$ cat src/rtl/ins_rom_fetch.sv
// ins_rom_fetch: instruction fetch controller between the core's instruction
// port and a byte-wide instruction ROM bus. A word request is served either
// from a one-word hit buffer (one-cycle latency) or by reading four bytes from
// the ROM and assembling them little-endian into a 32-bit instruction.
//
// Ports:
//   clk, nrst      clock; synchronous active-low reset
//   exIns_ren      core fetch request (single-cycle pulse is enough)
//   exIns_addr     core byte address, bits [1:0] ignored
//   flush          invalidate the hit buffer
//   exIns_valid    one-cycle pulse, ins_data valid for the latest request
//   ins_data       assembled instruction word, held until next exIns_valid
//   rom_req        byte read request, held until rom_ack
//   rom_addr       ROM byte address, stable while rom_req is high
//   rom_ack        byte accepted, rom_rdata valid in the same cycle
//   rom_rdata      ROM byte
module ins_rom_fetch #(
  parameter int unsigned ADDR_W = 32
) (
  input  logic              clk,
  input  logic              nrst,
  input  logic              exIns_ren,
  input  logic [ADDR_W-1:0] exIns_addr,
  input  logic              flush,
  output logic              exIns_valid,
  output logic [31:0]       ins_data,
  output logic              rom_req,
  output logic [ADDR_W-1:0] rom_addr,
  input  logic              rom_ack,
  input  logic [7:0]        rom_rdata
);

  localparam int unsigned TAG_W = ADDR_W - 2;

  typedef enum logic [1:0] {
    IDLE  = 2'd0,
    FETCH = 2'd1,
    RESP  = 2'd2
  } state_t;

  state_t            state_q, state_d;
  logic [TAG_W-1:0]  base_q, base_d;
  logic [1:0]        k_q, k_d;
  logic [23:0]       word_q, word_d;
  logic              valid_q, valid_d;
  logic [31:0]       ins_data_q, ins_data_d;
  logic              rom_req_q, rom_req_d;
  logic [ADDR_W-1:0] rom_addr_q, rom_addr_d;
  logic [31:0]       buf_data_q, buf_data_d;
  logic [TAG_W-1:0]  buf_tag_q, buf_tag_d;
  logic              buf_valid_q, buf_valid_d;
  logic              pend_valid_q, pend_valid_d;
  logic [TAG_W-1:0]  pend_tag_q, pend_tag_d;
  logic              flushed_q, flushed_d;

  logic [TAG_W-1:0]  req_tag;
  logic              hit;
  logic              redirect;
  logic [TAG_W-1:0]  next_tag;
  logic [1:0]        k_inc;

  assign exIns_valid = valid_q;
  assign ins_data    = ins_data_q;
  assign rom_req     = rom_req_q;
  assign rom_addr    = rom_addr_q;

  always_comb begin
    state_d      = state_q;
    base_d       = base_q;
    k_d          = k_q;
    word_d       = word_q;
    valid_d      = 1'b0;
    ins_data_d   = ins_data_q;
    rom_req_d    = rom_req_q;
    rom_addr_d   = rom_addr_q;
    buf_data_d   = buf_data_q;
    buf_tag_d    = buf_tag_q;
    buf_valid_d  = buf_valid_q;
    pend_valid_d = pend_valid_q;
    pend_tag_d   = pend_tag_q;
    flushed_d    = flushed_q;
    req_tag      = exIns_addr[ADDR_W-1:2];
    hit          = buf_valid_q && (req_tag == buf_tag_q) && !flush;
    redirect     = 1'b0;
    next_tag     = pend_tag_q;
    k_inc        = k_q + 2'd1;

    if (flush) begin
      buf_valid_d = 1'b0;
    end

    unique case (state_q)
      IDLE, RESP: begin
        state_d = IDLE;
        if (exIns_ren) begin
          if (hit) begin
            state_d    = RESP;
            valid_d    = 1'b1;
            ins_data_d = buf_data_q;
          end else begin
            state_d      = FETCH;
            base_d       = req_tag;
            k_d          = '0;
            pend_valid_d = 1'b0;
            flushed_d    = 1'b0;
            rom_req_d    = 1'b1;
            rom_addr_d   = {req_tag, 2'b00};
          end
        end
      end

      FETCH: begin
        if (flush) begin
          flushed_d = 1'b1;
        end
        redirect = exIns_ren && (req_tag != base_q);
        if (redirect) begin
          pend_valid_d = 1'b1;
          pend_tag_d   = req_tag;
          next_tag     = req_tag;
        end
        if (rom_ack) begin
          if (redirect || pend_valid_q) begin
            // A redirect seen in the ack cycle restarts immediately; the
            // in-flight byte has just completed, so nothing is dropped.
            base_d       = next_tag;
            k_d          = '0;
            pend_valid_d = 1'b0;
            rom_addr_d   = {next_tag, 2'b00};
          end else if (k_q == 2'd3) begin
            state_d    = RESP;
            valid_d    = 1'b1;
            ins_data_d = {rom_rdata, word_q};
            rom_req_d  = 1'b0;
            if (!flushed_q && !flush) begin
              buf_data_d  = {rom_rdata, word_q};
              buf_tag_d   = base_q;
              buf_valid_d = 1'b1;
            end
          end else begin
            case (k_q)
              2'd0:    word_d[7:0]   = rom_rdata;
              2'd1:    word_d[15:8]  = rom_rdata;
              default: word_d[23:16] = rom_rdata;
            endcase
            k_d        = k_inc;
            rom_addr_d = {base_q, k_inc};
          end
        end
      end

      default: state_d = IDLE;
    endcase
  end

  always_ff @(posedge clk) begin
    if (!nrst) begin
      state_q      <= IDLE;
      base_q       <= '0;
      k_q          <= '0;
      word_q       <= '0;
      valid_q      <= 1'b0;
      ins_data_q   <= '0;
      rom_req_q    <= 1'b0;
      rom_addr_q   <= '0;
      buf_data_q   <= '0;
      buf_tag_q    <= '0;
      buf_valid_q  <= 1'b0;
      pend_valid_q <= 1'b0;
      pend_tag_q   <= '0;
      flushed_q    <= 1'b0;
    end else begin
      state_q      <= state_d;
      base_q       <= base_d;
      k_q          <= k_d;
      word_q       <= word_d;
      valid_q      <= valid_d;
      ins_data_q   <= ins_data_d;
      rom_req_q    <= rom_req_d;
      rom_addr_q   <= rom_addr_d;
      buf_data_q   <= buf_data_d;
      buf_tag_q    <= buf_tag_d;
      buf_valid_q  <= buf_valid_d;
      pend_valid_q <= pend_valid_d;
      pend_tag_q   <= pend_tag_d;
      flushed_q    <= flushed_d;
    end
  end

endmodule

$ cat config.mk
export PLATFORM = sky130hd
export DESIGN_NAME = ins_rom_fetch
export DESIGN_NICKNAME = d
export VERILOG_FILES = /design/src/rtl/ins_rom_fetch.sv
export SDC_FILE = /design/constraint.sdc
export NUM_CORES = 1
export LEC_CHECK = 0
export ABC_AREA = 1
export CORE_ASPECT_RATIO = 1.5
export CORE_UTILIZATION = 55
export CTS_BUF_LIST = sky130_fd_sc_hd__clkbuf_4 sky130_fd_sc_hd__clkbuf_8
export CTS_CLUSTER_DIAMETER = 40
export DETAILED_ROUTE_END_ITERATION = 10
export HOLD_SLACK_MARGIN = 0.05
export PLACE_DENSITY = 0.8
export SYNTH_ARGS = -nofsm -noshare
export SYNTH_HDL_FRONTEND = slang
export SYNTH_SLANG_ARGS = --single-unit
$ cat constraint.sdc
create_clock -name clk -period 3.5 [get_ports clk]
set_clock_uncertainty 0.05 [all_clocks]
set_input_delay 0.7 -clock clk [delete_from_list [all_inputs] [get_ports clk]]
set_output_delay 0.7 -clock clk [all_outputs]
set_load 0.005 [all_outputs]
# --- Word level (Yosys, flattened, before mapping) ---
# Index checks and enable logic that the tools add are counted.
totals:
  register_bits: 219
  out_inout_bits: 66
  in_bits: 45
classes:
  bitwise_logic: 3
  eq_ne: 15
  add_sub_neg: 1
  reduce_logical: 23
  muxes: 56
ops:
  columns: ["operator", "n"]
  rows:
  - ["2-to-1 mux 32 bit", 10]
  - ["2-to-1 mux 30 bit", 5]
  - ["case mux 32 bit (2 select lines)", 2]
  - ["case mux 30 bit (2 select lines)", 1]
  - ["equality test 30 bit", 1]
  - ["!= test 30 bit", 1]
  - ["AND reduction 5 bit", 6]
  - ["2-to-1 mux 1 bit", 22]
  - ["2-to-1 mux 2 bit", 10]
  - ["!= test 2 bit (second input constant)", 8]
  - ["AND reduction 6 bit", 2]
  - ["case mux 1 bit (2 select lines)", 4]
  - ["case mux 2 bit (2 select lines)", 2]
  - ["AND reduction 3 bit", 2]
  - ["equality test 2 x 1 -> 1 bit (second input constant)", 2]
  - ["equality test 2 bit (second input constant)", 2]
  - ["logical AND 1 bit", 4]
  - ["logical NOT 2 bit", 2]
  - ["AND reduction 4 bit", 1]
  - ["OR reduction 2 bit", 2]
  - ["!= test 3 bit (second input constant)", 1]
  - ["inverter 1 bit", 3]
  - ["adder 2 x 1 -> 2 bit (second input constant)", 1]
  - ["logical NOT 1 bit", 2]
  - ["other kinds (2)", 2]

# --- Logic depth before layout (Yosys ltp) ---
# Gate-level depths: netlist (run 1).
logic_depth:
  word_depth: 7
  depth_mapped: 16
  depth_no_buf: 15

# --- Worst setup path before layout (run 1) ---
# Ideal clock, no wire load.
synth_timing:
  path_kind: "input-to-reg"
  from: "in exIns_addr[2]"
  to: "reg buf_tag_q[12]"
  setup_slack_ns: 1.271
  n_path_buf: 2
  setup_time_ns: 0.118
  stages: 14
  t_arrival_ns: 2.060
  path_cell_list: "inv_1 > nand2_1 > nand2_1 > nand2_1 > nor2_1 > nand2_1 > nor2_1 > nand2_4 > nand2_4 > nand4_4 > buf_2 > buf_2 > nor3_1 > nor2_1"
synth_via:
  elab_chain_len: 5
synth_lines:
  columns: ["item", "line", "source"]
  rows:
  - ["start: declaration", "23", "input logic [ADDR_W-1:0] exIns_addr,"]
  - ["!= test 30 bit", "116", "redirect = exIns_ren && (req_tag != base_q);"]
  - ["logical AND 1 bit", "116", null]
  - ["logical OR 1 bit", "123", "if (redirect || pend_valid_q) begin"]
  - ["inverter 1 bit (no line)", null, null]
  - ["AND reduction 5 bit (no line)", null, null]
  - ["end signal: assignment", "182", "buf_tag_q <= buf_tag_d;"]
  - ["end: declaration", "50", "logic [TAG_W-1:0] buf_tag_q, buf_tag_d;"]
# No other way between the ends.
# A chain may end at the register's enable or synchronous reset.

# --- Final worst setup path (run 1) ---
layout_timing:
  from: "in exIns_addr[3]"
  to: "reg rom_addr_q[28] (netlist: rom_addr[28])"
layout_via:
  elab_chain_len: 6
layout_lines:
  columns: ["item", "line", "source"]
  rows:
  - ["!= test 30 bit", "116", null]
  - ["logical AND 1 bit", "116", null]
  - ["2-to-1 mux 30 bit or logical OR 1 bit (tied branches)", null, null]
  - ["2-to-1 mux 32 bit", "123", null]
  - ["2-to-1 mux 32 bit", "122", "if (rom_ack) begin"]
  - ["case mux 32 bit (2 select lines)", "92", "unique case (state_q)"]
  - ["end signal: assignment", "180", "rom_addr_q <= rom_addr_d;"]
  - ["end: declaration", "48", "logic [ADDR_W-1:0] rom_addr_q, rom_addr_d;"]
# Parallel ways exist; a longest one is shown, timed or not. The select of a mux whose other input is x is not followed.

==> flow_summary.yaml, run 1 <==
outcome:
  status: "complete, no violations"
layout:
  final_common_cell: "nand2_1"
  fin_cells: 1982
  multi_input_area_sq_um: 5490
  areaGrowthSynthToFinish_pct: 17.6
  layout-drive-gt1-share_pct: 7.25
  ff_latch_area_sq_um: 4340
  finalInstanceArea_sq_um: 12700
  fin_util_pct: 66.1
  fin_nets: 1750
  final_cell_mix: "432 x nand2_1, 280 x nor2_1, 217 x dfxtp_1, 125 x inv_1, 107 x clkdlybuf4s50_1"
  num-fill-cells: 1773
critical_path:
  r2r.worst_path.cells: 13
  cpMostUsedCell: "nor2_1"
  slowest_delay_ns: 0.61
  end_kind: "flop"
  startpoint_type: "input port"
  crit_cells: 14
  path_class: "in2reg"
  cp.arrival_ns: 3.19
  cp_slowest_cell: "clkdlybuf4s50_1"
  crit_buf_inv: 2
  worstPathRequired_ns: 3.82
  cp_top_family: "simple AND/OR/NAND/NOR gates"
  path_cells: "clkdlybuf4s50_1 -> xnor2_1 -> nand2_1 -> nor2_1 -> nand2_1 -> nor2_1 -> nand2_4 -> nand2_4 -> nand2_4 -> nand2_1 -> buf_4 -> nor2_1 -> nor2_1 -> a21oi_1"
  crit_fanout: 21
grt:
  grt_max_degree: 112
  grt_antenna_before_repair: 1
  grt_pass1_wl_um: 47600
  grt_pass1_vias: 9976
  gr-total-overflow: 0
  grt_usage_pct: 29.0
yosys:
  syn_area_per_cell_sq_um: 6.60
  synth_fa_ha_area_share_pct: 0.347
  syn_inst: 1639
  synth_nets: 1687
  ys_seq_area_share_pct: 40.2
  synth_top_family_by_area: "simple AND/OR/NAND/NOR gates"
  yosys.area_share.simple_pct: 36.6
  synth_warnings: 0
  synthDistinctLibCells: 30
  synthMuxAreaShare_pct: 0
  ys_ff_latch: 217
  yosys.area_share.xor_xnor_pct: 3.32
  synth.cell_area_sq_um: 10800
  synth-compound-area-share_pct: 10.5
floorplanning:
  core_area_sq_um: 19200
  die_w_um: 117
  initial_utilization_pct: 56.2
  ios: 111
  rows: 62
  die_h_um: 174
  dieArea_sq_um: 20200
timing:
  fin_crit_ns: 2.87
  grt_setup_unrepaired: "no"
  max_freq_mhz: 349
  report.final.slew_viol_count: 0
  tightest_slew_ns: 0.822
  setup_viol: 0
  timing.hold.ws_ns: 0.416
  fin_crit_sh_pct: 81.9
  hold_violations: 0
  maxSlewHeadroom_pct: 45.2
  setup_tns_ns: 0
placement:
  port-buffer-count: 108
  place_inst: 1921
  place_area_sq_um: 12000
  dp_hpwl_um: 17700
  gp_congestion: 0.817
routing:
  via_per_inst: 5.34
  ant_nets: 0
  dr.pass1.iters: 5
  drt_iter0_markers: 657
  route.vias.total: 10600
  wl_per_cell_um: 14.5
  route.detailed.drc: 0
  wl_um: 28700
cts:
  root_buffer: "clkbuf_8"
  cts_buffers: 35
  clk_pin_slew_ns: 0.06
  clockBufferDepth: 3
  cts_resized: 0
  post_cts_buffers: 0
  cts.sinks: 217
  cts_tree: "yes"
  ctsHoldBuffers: 0
  clk-insertion-delay-late_ns: 0.51
  h-tree-depth: 2
hold_path:
  hold_class: "reg2reg"
  hold_depth: 2
job:
  drv_cap: 0
pwr:
  p_leak_nw: 5.59
  irDropWorstVdd_mv: 0.292
  power.density_nw_per_um2: 497
power by group:
group | internal, mW | leakage (nW) | switching [mW] | total, mW
sequential | 2.67 | 1.77 | 0.148 | 2.82
clock | 1.23 | 0.378 | 0.973 | 2.20
combinational | 0.513 | 3.44 | 0.793 | 1.31
total | 4.41 | 5.59 | 1.91 | 6.33
worst reg2reg max path, stage by stage, from the launching register on:
cell	delay, ns
dfxtp_1	0.41
xnor2_1	0.14
nand2_1	0.09
nor2_1	0.13
nand2_1	0.08
nor2_1	0.16
nand2_4	0.07
nand2_4	0.23
nand2_4	0.14
nand2_1	0.12
buf_4	0.33
nor2_1	0.09
nor2_1	0.18
a21oi_1	0.10
cells in the mapped netlist, drive strengths merged:
library cell | n | area, sq um
a21oi | 92 | 460
buf | 54 | 280
clkbuf | 52 | 195
clkinv | 1 | 3.75
dfxtp | 217 | 4340
ha | 3 | 37.5
inv | 134 | 503
nand2 | 435 | 1660
nand3 | 81 | 443
nand3b | 14 | 105
nand4 | 35 | 234
nor2 | 286 | 1120
nor3 | 63 | 405
o2111ai | 1 | 8.76
o21a | 6 | 45.0
o21ai | 124 | 621
xnor2 | 37 | 324
xor2 | 4 | 35.0
logic make-up (layout without fill, tap and decap cells):
group | after synthesis | after routing
flip-flops | 217 | 217
other | 0 | 1
XOR/XNOR | 41 | 41
buffers and inverters | 241 | 327
adder cells (fa/ha/maj) | 3 | 3
AO/OA/AOI/OAI | 223 | 223
AND/OR/NAND/NOR | 914 | 914
area by class of cell:
type                            count  area share (%)
Clock inverter                      2          0.0787
Inverter                          135            3.99
Antenna cell                        1          0.0197
Sequential cell                   217            34.1
Multi-Input combinational cell   1181            43.2
Clock buffer                       58            5.39
Tap cell                          256            2.52
Timing Repair Buffer              132            10.7
sequential cells by signal, summed over array words and instances (netlist names):
register      count
state_q           2
flushed_q         1
exIns_valid       1
buf_tag_q        30
pend_valid_q      1
pend_tag_q       30
ins_data         32
buf_data_q       32
rom_req           1
base_q           30
word_q           24
buf_valid_q       1
rom_addr         31
k_q               1
worst paths after layout:
kind,start,to,slack [ns]
min reg2reg,pend_tag_q[5],pend_tag_q[5],0.42
max reg2reg,base_q[9],rom_addr[28],1.05
min,pend_tag_q[5],pend_tag_q[5],0.42
max,exIns_addr[3],rom_addr[28],0.63
per-stage QoR:
stage                     worst slack (ns)  power (mW)
after CTS                            0.679        6.37
after floorplan                       1.27        3.70
after detailed placement             0.160        4.17
final                                0.633        6.33
after global placement               0.176        4.13
after global routing                 0.480        6.67
layer usage:
metal  vias up  GRT usage (%)  routed length [um]
met5         -              0                   0
met4         0           11.9                 978
met3        73           3.78                1620
met2       310           51.8               14600
met1      4874           34.1               11500
li1       5317              -                   -
No activity file was read; power rests on OpenSTA's default activity.
==> run 2, diff against run 1 <==
- clock period: 3.5 -> 2.82 ns (I/O delays scaled with it)
==> run 2 against run 1 <==
Compared with the run above: die area is the same; critical endpoint is now buf_tag_q[26]; largest power group unchanged; worst hold slack lost 0.0033 ns; wire length grew 2.4%.
==> flow_summary.yaml, run 2 (synthesized netlist as in run 1, its figures left out) <==
outcome:
  status: "complete, no violations"
pwr:
  combPwrFrac_pct: 21.5
  irDropWorstVdd_mv: 0.389
  switching_share_pct: 30.1
  p_leak_nw: 5.81
  internal_power_mw: 5.58
  power_frac_seq_pct: 43.8
  pwr-share-clk_pct: 34.7
  p_sw_mw: 2.40
  power.density_nw_per_um2: 610
cts:
  clk_pin_slew_ns: 0.06
  cts_buffers: 35
  ctsHoldBuffers: 0
  h-tree-depth: 2
  root_buffer: "clkbuf_8"
  post_cts_buffers: 0
  clockBufferDepth: 3
  cts.sinks: 217
  clk-insertion-delay-late_ns: 0.51
  cts_tree: "yes"
  cts_resized: 0
critical_path:
  path_class: "in2reg"
  cp.arrival_ns: 2.81
  end_kind: "flop"
  worstPathRequired_ns: 3.17
  crit_fanout: 30
  r2r.worst_path.cells: 7
  startpoint_type: "input port"
  rrSetupSlack_ns: 0.52
placement:
  preCtsSetupSlack_ns: -0.134
  gp_congestion: 0.833
  dp_hpwl_um: 18900
  port-buffer-count: 108
  place_inst: 1964
grt:
  gr-total-overflow: 0
  grt_pass1_wl_um: 48000
  grt_max_degree: 82
  grt_pass1_vias: 10200
  grt_usage_pct: 29.5
  grt_antenna_before_repair: 0
layout:
  final_cell_mix: "432 x nand2_1, 280 x nor2_1, 217 x dfxtp_1, 125 x inv_1, 107 x clkdlybuf4s50_1"
  final_common_cell: "nand2_1"
  num-fill-cells: 1737
  fin_cells: 2021
  layout-drive-gt1-share_pct: 9.35
  n_antenna_cell: 0
  fin_nets: 1793
  areaGrowthSynthToFinish_pct: 21.1
  fin_util_pct: 68.1
routing:
  route.detailed.drc: 0
  wl_um: 29400
  via_per_inst: 5.33
  top_layer: "met4"
  drt_iter0_markers: 651
  route.met3.wl_um: 1470
  ant_nets: 0
  dr.pass1.iters: 8
  wl_per_cell_um: 14.5
  route.vias.total: 10800
  met1_length_um: 11700
  wl_met2_um: 15200
floorplanning:
  die_h_um: 174
  die_w_um: 117
  ios: 111
  dieArea_sq_um: 20200
  core_area_sq_um: 19200
  initial_utilization_pct: 56.2
  rows: 62
timing:
  hold_violations: 0
  fin_crit_ns: 2.47
  maxSlewHeadroom_pct: 42.7
  tightest_slew_ns: 0.860
  report.final.slew_viol_count: 0
  fin_ws_ns: 0.354
  timing.hold.ws_ns: 0.413
  grt_setup_unrepaired: "no"
  fin_crit_sh_pct: 87.4
  max_freq_mhz: 406
  setup_viol: 0
hold_path:
  hold_depth: 2
  hold_class: "reg2reg"
job:
  drv_cap: 0
run 2: cell types whose count changed in the layout (fill, tap and decap cells not counted):
| cell | delta |
|---|---|
| buf_12 | +4 |
| buf_4 | +39 |
| clkbuf_4 | -7 |
| clkbuf_8 | +5 |
| clkinv_2 | -1 |
| diode_2 | -1 |
run 2: worst max-delay path, stage by stage:
cell	delay, ns
clkdlybuf4s50_1	0.49
inv_1	0.13
nand2_1	0.06
nand2_1	0.06
nand2_1	0.05
nor2_1	0.11
nand2_1	0.09
nor2_1	0.19
nand2_4	0.08
nand2_4	0.13
nand4_4	0.16
buf_4	0.36
nor3_1	0.22
nor2_1	0.08
run 2: final timing paths:
check	from	to
max	exIns_addr[2]	buf_tag_q[26]
min	pend_tag_q[25]	pend_tag_q[25]
max reg2reg	state_q[0]	buf_tag_q[26]
min reg2reg	pend_tag_q[25]	pend_tag_q[25]
run 2: layer usage:
layer,global-route usage [%],vias to the layer above
li1,-,5399
met1,34.2,4960
met2,53.1,317
met3,3.29,87
met4,13.3,0
met5,0,-
run 2: layout make-up:
cell class	count	area [sq um]	share of cell area, %
Tap cell	256	320	2.44
Clock inverter	1	5.00	0.0382
Multi-Input combinational cell	1181	5490	41.9
Inverter	135	508	3.88
Clock buffer	56	702	5.36
Timing Repair Buffer	175	1730	13.2
Sequential cell	217	4340	33.2
run 2: through the flow:
stage	cell area (sq um)	setup TNS [ns]	power, mW
finish	13100	0	7.99
global route	13100	0	8.37
floorplan	10800	0	4.59
detailed placement	12400	-8.82	5.26
global placement	12400	-3.58	5.22
CTS	13100	0	8.01
run 2: power by group through the flow:
stage               Sequential [mW]  Combinational (mW)  Clock, mW
floorplan                      3.53                1.05          0
global placement               3.55                1.67          0
detailed placement             3.56                1.70          0
global route                   3.53                1.91       2.93
CTS                            3.50                1.71       2.80
finish                         3.50                1.72       2.77
